--- src/rtl/mul_unit_pkg.sv ---
// Shared core encodings: ALUSel op codes and the multiplier's FSM state codes.
// ALU, decoder and mul_unit all import this package.
package mul_unit_pkg;

   localparam logic [3:0] AluAdd    = 4'b0000;
   localparam logic [3:0] AluSub    = 4'b0001;
   localparam logic [3:0] AluAnd    = 4'b0010;
   localparam logic [3:0] AluOr     = 4'b0011;
   localparam logic [3:0] AluXor    = 4'b0100;
   localparam logic [3:0] AluSll    = 4'b0101;
   localparam logic [3:0] AluSrl    = 4'b0110;
   localparam logic [3:0] AluSra    = 4'b0111;
   localparam logic [3:0] AluMul    = 4'b1000;
   localparam logic [3:0] AluMulh   = 4'b1001;
   localparam logic [3:0] AluMulhsu = 4'b1010;
   localparam logic [3:0] AluMulhu  = 4'b1011;

   localparam logic [1:0] StIdle = 2'd0;
   localparam logic [1:0] StBusy = 2'd1;
   localparam logic [1:0] StDone = 2'd2;

   function automatic logic is_mul_op(input logic [3:0] sel);
      return sel[3:2] == 2'b10;
   endfunction

endpackage

--- src/rtl/mul_unit.sv ---
// Iterative radix-2 shift-add multiplier for the M-extension mul/mulh/mulhsu/mulhu ops.
// Sign-magnitude: multiply magnitudes over N cycles, then negate the 2N-bit product if needed.
module mul_unit
   import mul_unit_pkg::*;
#(
   parameter int unsigned N = 32
) (
   input  logic         clk,
   input  logic         rst_n,
   input  logic         flush,
   input  logic         in_valid,
   output logic         in_ready,
   input  logic [N-1:0] A,
   input  logic [N-1:0] B,
   input  logic [3:0]   ALUSel,
   output logic         out_valid,
   input  logic         out_ready,
   output logic [N-1:0] MulRes
);

   localparam int unsigned CntW = (N > 1) ? $clog2(N) : 1;
   localparam logic [CntW-1:0] CntLast = CntW'(N - 1);
   localparam logic [CntW-1:0] CntOne = CntW'(1);
   localparam logic [N-1:0] OneN = N'(1);
   localparam logic [2*N-1:0] One2N = (2 * N)'(1);

   logic [1:0]      state_q, state_d;
   logic [CntW-1:0] cnt_q, cnt_d;
   logic [2*N-1:0]  acc_q, acc_d;
   logic [N-1:0]    mcand_q, mcand_d, mplier_q, mplier_d, res_q, res_d;
   logic [3:0]      sel_q, sel_d;
   logic            neg_q, neg_d;

   logic            a_neg, b_neg;
   logic [N-1:0]    a_mag, b_mag;
   logic [N:0]      sum;
   logic [2*N-1:0]  step, prod;

   // -2^(N-1) negates to itself, which is the correct unsigned magnitude.
   assign a_neg = A[N-1] & ((ALUSel == AluMulh) || (ALUSel == AluMulhsu));
   assign b_neg = B[N-1] & (ALUSel == AluMulh);
   assign a_mag = a_neg ? (~A + OneN) : A;
   assign b_mag = b_neg ? (~B + OneN) : B;

   assign sum  = {1'b0, acc_q[2*N-1:N]} + {1'b0, (mplier_q[0] ? mcand_q : '0)};
   assign step = {sum, acc_q[N-1:1]};
   assign prod = neg_q ? (~step + One2N) : step;

   always_comb begin
      state_d  = state_q;
      cnt_d    = cnt_q;
      acc_d    = acc_q;
      mcand_d  = mcand_q;
      mplier_d = mplier_q;
      res_d    = res_q;
      sel_d    = sel_q;
      neg_d    = neg_q;
      unique case (state_q)
         StIdle: begin
            if (in_valid) begin
               mcand_d  = a_mag;
               mplier_d = b_mag;
               neg_d    = a_neg ^ b_neg;
               sel_d    = ALUSel;
               cnt_d    = '0;
               acc_d    = '0;
               state_d  = StBusy;
            end
         end
         StBusy: begin
            acc_d    = step;
            mplier_d = mplier_q >> 1;
            cnt_d    = cnt_q + CntOne;
            if (cnt_q == CntLast) begin
               acc_d   = prod;
               state_d = StDone;
               if (sel_q == AluMul) begin
                  res_d = prod[N-1:0];
               end else if (is_mul_op(sel_q)) begin
                  res_d = prod[2*N-1:N];
               end else begin
                  res_d = '0;
               end
            end
         end
         StDone: begin
            if (out_ready) state_d = StIdle;
         end
         default: state_d = StIdle;
      endcase
      if (flush) begin
         state_d = StIdle;
         cnt_d   = '0;
         acc_d   = '0;
         res_d   = '0;
      end
   end

   always_ff @(posedge clk or negedge rst_n) begin
      if (!rst_n) begin
         state_q  <= StIdle;
         cnt_q    <= '0;
         acc_q    <= '0;
         mcand_q  <= '0;
         mplier_q <= '0;
         res_q    <= '0;
         sel_q    <= '0;
         neg_q    <= 1'b0;
      end else begin
         state_q  <= state_d;
         cnt_q    <= cnt_d;
         acc_q    <= acc_d;
         mcand_q  <= mcand_d;
         mplier_q <= mplier_d;
         res_q    <= res_d;
         sel_q    <= sel_d;
         neg_q    <= neg_d;
      end
   end

   assign in_ready  = (state_q == StIdle);
   assign out_valid = (state_q == StDone);
   assign MulRes    = res_q;

endmodule

--- config.mk ---
export PLATFORM = sky130hd
export DESIGN_NAME = mul_unit
export DESIGN_NICKNAME = d
export VERILOG_FILES = /design/src/rtl/mul_unit_pkg.sv /design/src/rtl/mul_unit.sv
export SDC_FILE = /design/constraint.sdc
export NUM_CORES = 1
export LEC_CHECK = 0
export ABC_AREA = 1
export CORE_MARGIN = 4
export CORE_UTILIZATION = 40
export CTS_CLUSTER_SIZE = 24
export DETAILED_ROUTE_END_ITERATION = 12
export GPL_TIMING_DRIVEN = 0
export PLACE_DENSITY_LB_ADDON = 0.25
export SLEW_MARGIN = 20
export SYNTH_ARGS = -nofsm -noshare
export SYNTH_HDL_FRONTEND = slang
export SYNTH_SLANG_ARGS = --single-unit
--- constraint.sdc ---
create_clock -name clk -period 6.2 [get_ports clk]
set_clock_uncertainty 0.2 [all_clocks]
set_input_delay 0.62 -clock clk [delete_from_list [all_inputs] [get_ports clk]]
set_output_delay 0.62 -clock clk [all_outputs]
set_load 0.03 [all_outputs]
==> impl_metrics.tcl <==
set metrics [dict create \
    outcome "completed" \
    netlist_instances 2010 \
    cpMostUsedCell "nand2_1" \
    setup.worst_path.end_class "flop" \
    crit_path_top_delay_cell "ha_1" \
    synth-seq-cells 171 \
    critPathBufInv 4 \
    period_minus_slack_ps 4228 \
    ant_nets 0 \
    final_nets 2249 \
    cp_top_family "simple AND/OR/NAND/NOR gates" \
    nFillCells 3443 \
    die_h_um 190.6 \
    grt_max_degree 72 \
    num_rows 66 \
    hold_buffers 1 \
    final_util 0.4781 \
    gp_congestion 0.9578 \
    p_total_mw 4.281 \
    grt_first_pass_wirelength_mm 71.30 \
    viasPerCell 5.290 \
    critPathMaxStageDelay_ps 360 \
    placed_cell_area_um2 15010 \
    firstDrtPassIters 6 \
    start_kind "flop" \
    final_layout_size_suffix_gt1_frac 0.05858 \
    synthFlopType "dfrtp_1" \
    postLayoutCellArea_um2 15640 \
    setup_viol 0 \
    clkLatencyLatePin_ps 450 \
    path_clk_slew_ps 70 \
    post_drt_wl_per_cell_um 17.37 \
    ios 107 \
    drt_iter0_markers 1329 \
    final_common_cell "nand2_1" \
    hold_class "flop to flop" \
    synth_cell_types 52 \
    core-area_um2 32700 \
    wl_mm 45.04 \
    clock_sinks 171 \
    worstPathArrival_ps 4360 \
    port_buffers 106 \
    track_usage 0.2474 \
    seq_area_frac_synth 0.3209 \
    n_antenna_cell 0 \
    peakVddDrop_mv 0.2399 \
    required_ps 6330 \
    grt_antenna_before_repair 0 \
    slew_headroom 0.4820 \
    synth_edf_count 0 \
    drcViolationCount 0 \
    start_util 0.4078 \
    synth-async-reset-ratio 1.000 \
    htree_levels 4 \
    period_share 0.6820 \
    synth_nets 2121 \
    dp_cells 2560 \
    grt_pass1_vias 13361 \
    worst_slew_pin_slew_ps 777.0 \
    fmax_ghz 0.2365 \
    cts_tree "built" \
    crit_fanout 10 \
    hold_viol 0 \
    cts_max_path_buffers 2 \
    postCtsResizedCells 0 \
    area_delta_synth_final_pct 17.25 \
    crit_type "flop to flop" \
    maxCapViolCount 0 \
    cts_inserted_buffers 17 \
    yosys_warnings 0 \
    die_w_um 190.6 \
    root_buffer "clkbuf_16" \
    final_cell_mix "nand2_1, inv_1, dfrtp_1, nor2_1, o21ai_0" \
    cellPowerDensity_nw_per_um2 273.8 \
    netlist_area_um2 13340 \
    instances_no_fill 2593 \
    leakage_nw 7.964 \
    die_area_um2 36320 \
    post-cts-setup-buffers 0 \
    crit_chain "clkbuf_1 > clkbuf_1 > nand2_1 > inv_1 > ha_1 > fa_1 > nand3_1 > nand3_2 > nand2_1 > nand2_1 > inv_1 > nor2_1 > nand3_1 > nor2_1 > nand2_1 > nor2_2 > nand3_1 > nand2_2 > nand3_1 > nand2_1 > nand2_1 > nand2_1 > nand2_1" \
    vias 13718 \
    synth_area_per_cell_um2 6.634 \
    slew_viol_final 0 \
    hpwlAfterDp_mm 36.37 \
    rsz0062_at_grt "no" \
    grt_overflow 0 \
]
## per-layer routing
| metal | global-route usage | part of all wire |
|---|---|---|
| met3 | 0.03662 | 0.065 |
| met5 | 0 | 0 |
| met4 | 0.08867 | 0.035 |
| met1 | 0.3348 | 0.45 |
| met2 | 0.4048 | 0.45 |
## per-stage QoR
step | worst slack, ps | hold WS (ps) | TNS (ps)
final | 1972 | 278.9 | 0
after global routing | 1637 | 304.8 | 0
after CTS | 2062 | 284.6 | 0
after detailed placement | 2086 | 265.7 | 0
after global placement | -2921 | 263.4 | -496290
after floorplan | 3095 | 124.4 | 0
## flip-flops by register name, summed over array words and instances, names as in the netlist
name,flops
mcand_q,32
acc_q,63
state_q,2
sel_q,4
mplier_q,32
neg_q,1
MulRes,32
cnt_q,5
## where the power goes
group          switching [mW]  total [mW]  internal, mW
combinational            1.20        1.75         0.546
clock                   0.500        1.14         0.644
sequential              0.109        1.39          1.28
total                    1.81        4.28          2.47
## cell usage after synthesis (5+ instances only)
cell type  count  area share
nand2_1      648        0.18
inv_1        267       0.075
dfrtp_1      171        0.32
nor2_1       158       0.044
o21ai_0      120       0.045
nand3_1      109       0.041
xor2_1        68       0.045
a21oi_1       53       0.020
clkbuf_1      51       0.014
ha_1          37       0.035
o221ai_1      34       0.022
a22oi_1       33       0.019
nand2_2       28       0.013
nor3_1        28       0.011
nor2_2        24       0.011
nand4_1       22       0.010
o211ai_1      17      0.0096
xnor2_1       16       0.011
nand3b_1      13      0.0073
o21bai_1      13      0.0073
buf_2          8      0.0030
nand3_2        8      0.0060
o31ai_1        8      0.0045
a21o_1         6      0.0034
a31oi_1        6      0.0028
o21ai_1        6      0.0023
o22ai_1        6      0.0028
inv_2          5      0.0014
nor4_1         5      0.0023
## area by class of cell
| class | count | area, um^2 | area share |
|---|---|---|---|
| timing repair buffer | 109 | 1131 | 0.07234 |
| inverter | 273 | 1025 | 0.06554 |
| multi-input combinational | 1503 | 7781 | 0.4977 |
| tap | 442 | 553.0 | 0.03537 |
| clock buffer | 18 | 429.2 | 0.02745 |
| clock inverter | 14 | 186.4 | 0.01192 |
| buffer | 63 | 250.2 | 0.01601 |
| sequential | 171 | 4279 | 0.2737 |
## logic make-up (layout without fill, tap and decap cells)
kind of cell             count (synthesis)  count (layout)  share of synthesized area
AO/OA/AOI/OAI                          321             321                     0.1511
XOR/XNOR                                86              86                    0.05761
adder cells (fa/ha/maj)                 38              38                    0.03622
buffers and inverters                  336             477                    0.09561
flip-flops                             171             171                     0.3209
multiplexers                             1               1                  0.0007506
AND/OR/NAND/NOR                       1057            1057                     0.3379
## worst register-to-register path, cell delays in order (launching register included)
cell and delay [ps]:
dfrtp_1 320, clkbuf_1 270, clkbuf_1 350, nand2_1 130, inv_1 160, ha_1 360
fa_1 340, nand3_1 130, nand3_2 130, nand2_1 60, nand2_1 160, inv_1 60
nor2_1 200, nand3_1 130, nor2_1 110, nand2_1 100, nor2_2 160, nand3_1 110
nand2_2 110, nand3_1 80, nand2_1 140, nand2_1 110, nand2_1 130, nand2_1 60
## final timing paths
path	start	end	slack, ps	cells past startpoint
worst max register to register	mplier_q[0]$_DFFE_PN0P_	MulRes[31]$_DFFE_PN0P_	1970	23
worst max-delay path	mplier_q[0]$_DFFE_PN0P_	MulRes[31]$_DFFE_PN0P_	1970	23
worst min-delay path	sel_q[2]$_DFFE_PN0P_	sel_q[2]$_DFFE_PN0P_	280	2
max in group asynchronous	rst_n	mcand_q[6]$_DFFE_PN0P_	4330	4
worst min register to register	sel_q[2]$_DFFE_PN0P_	sel_q[2]$_DFFE_PN0P_	280	2
min in group asynchronous	rst_n	acc_q[35]$_DFFE_PN0P_	460	2
Power figures use the tool's default switching activity.
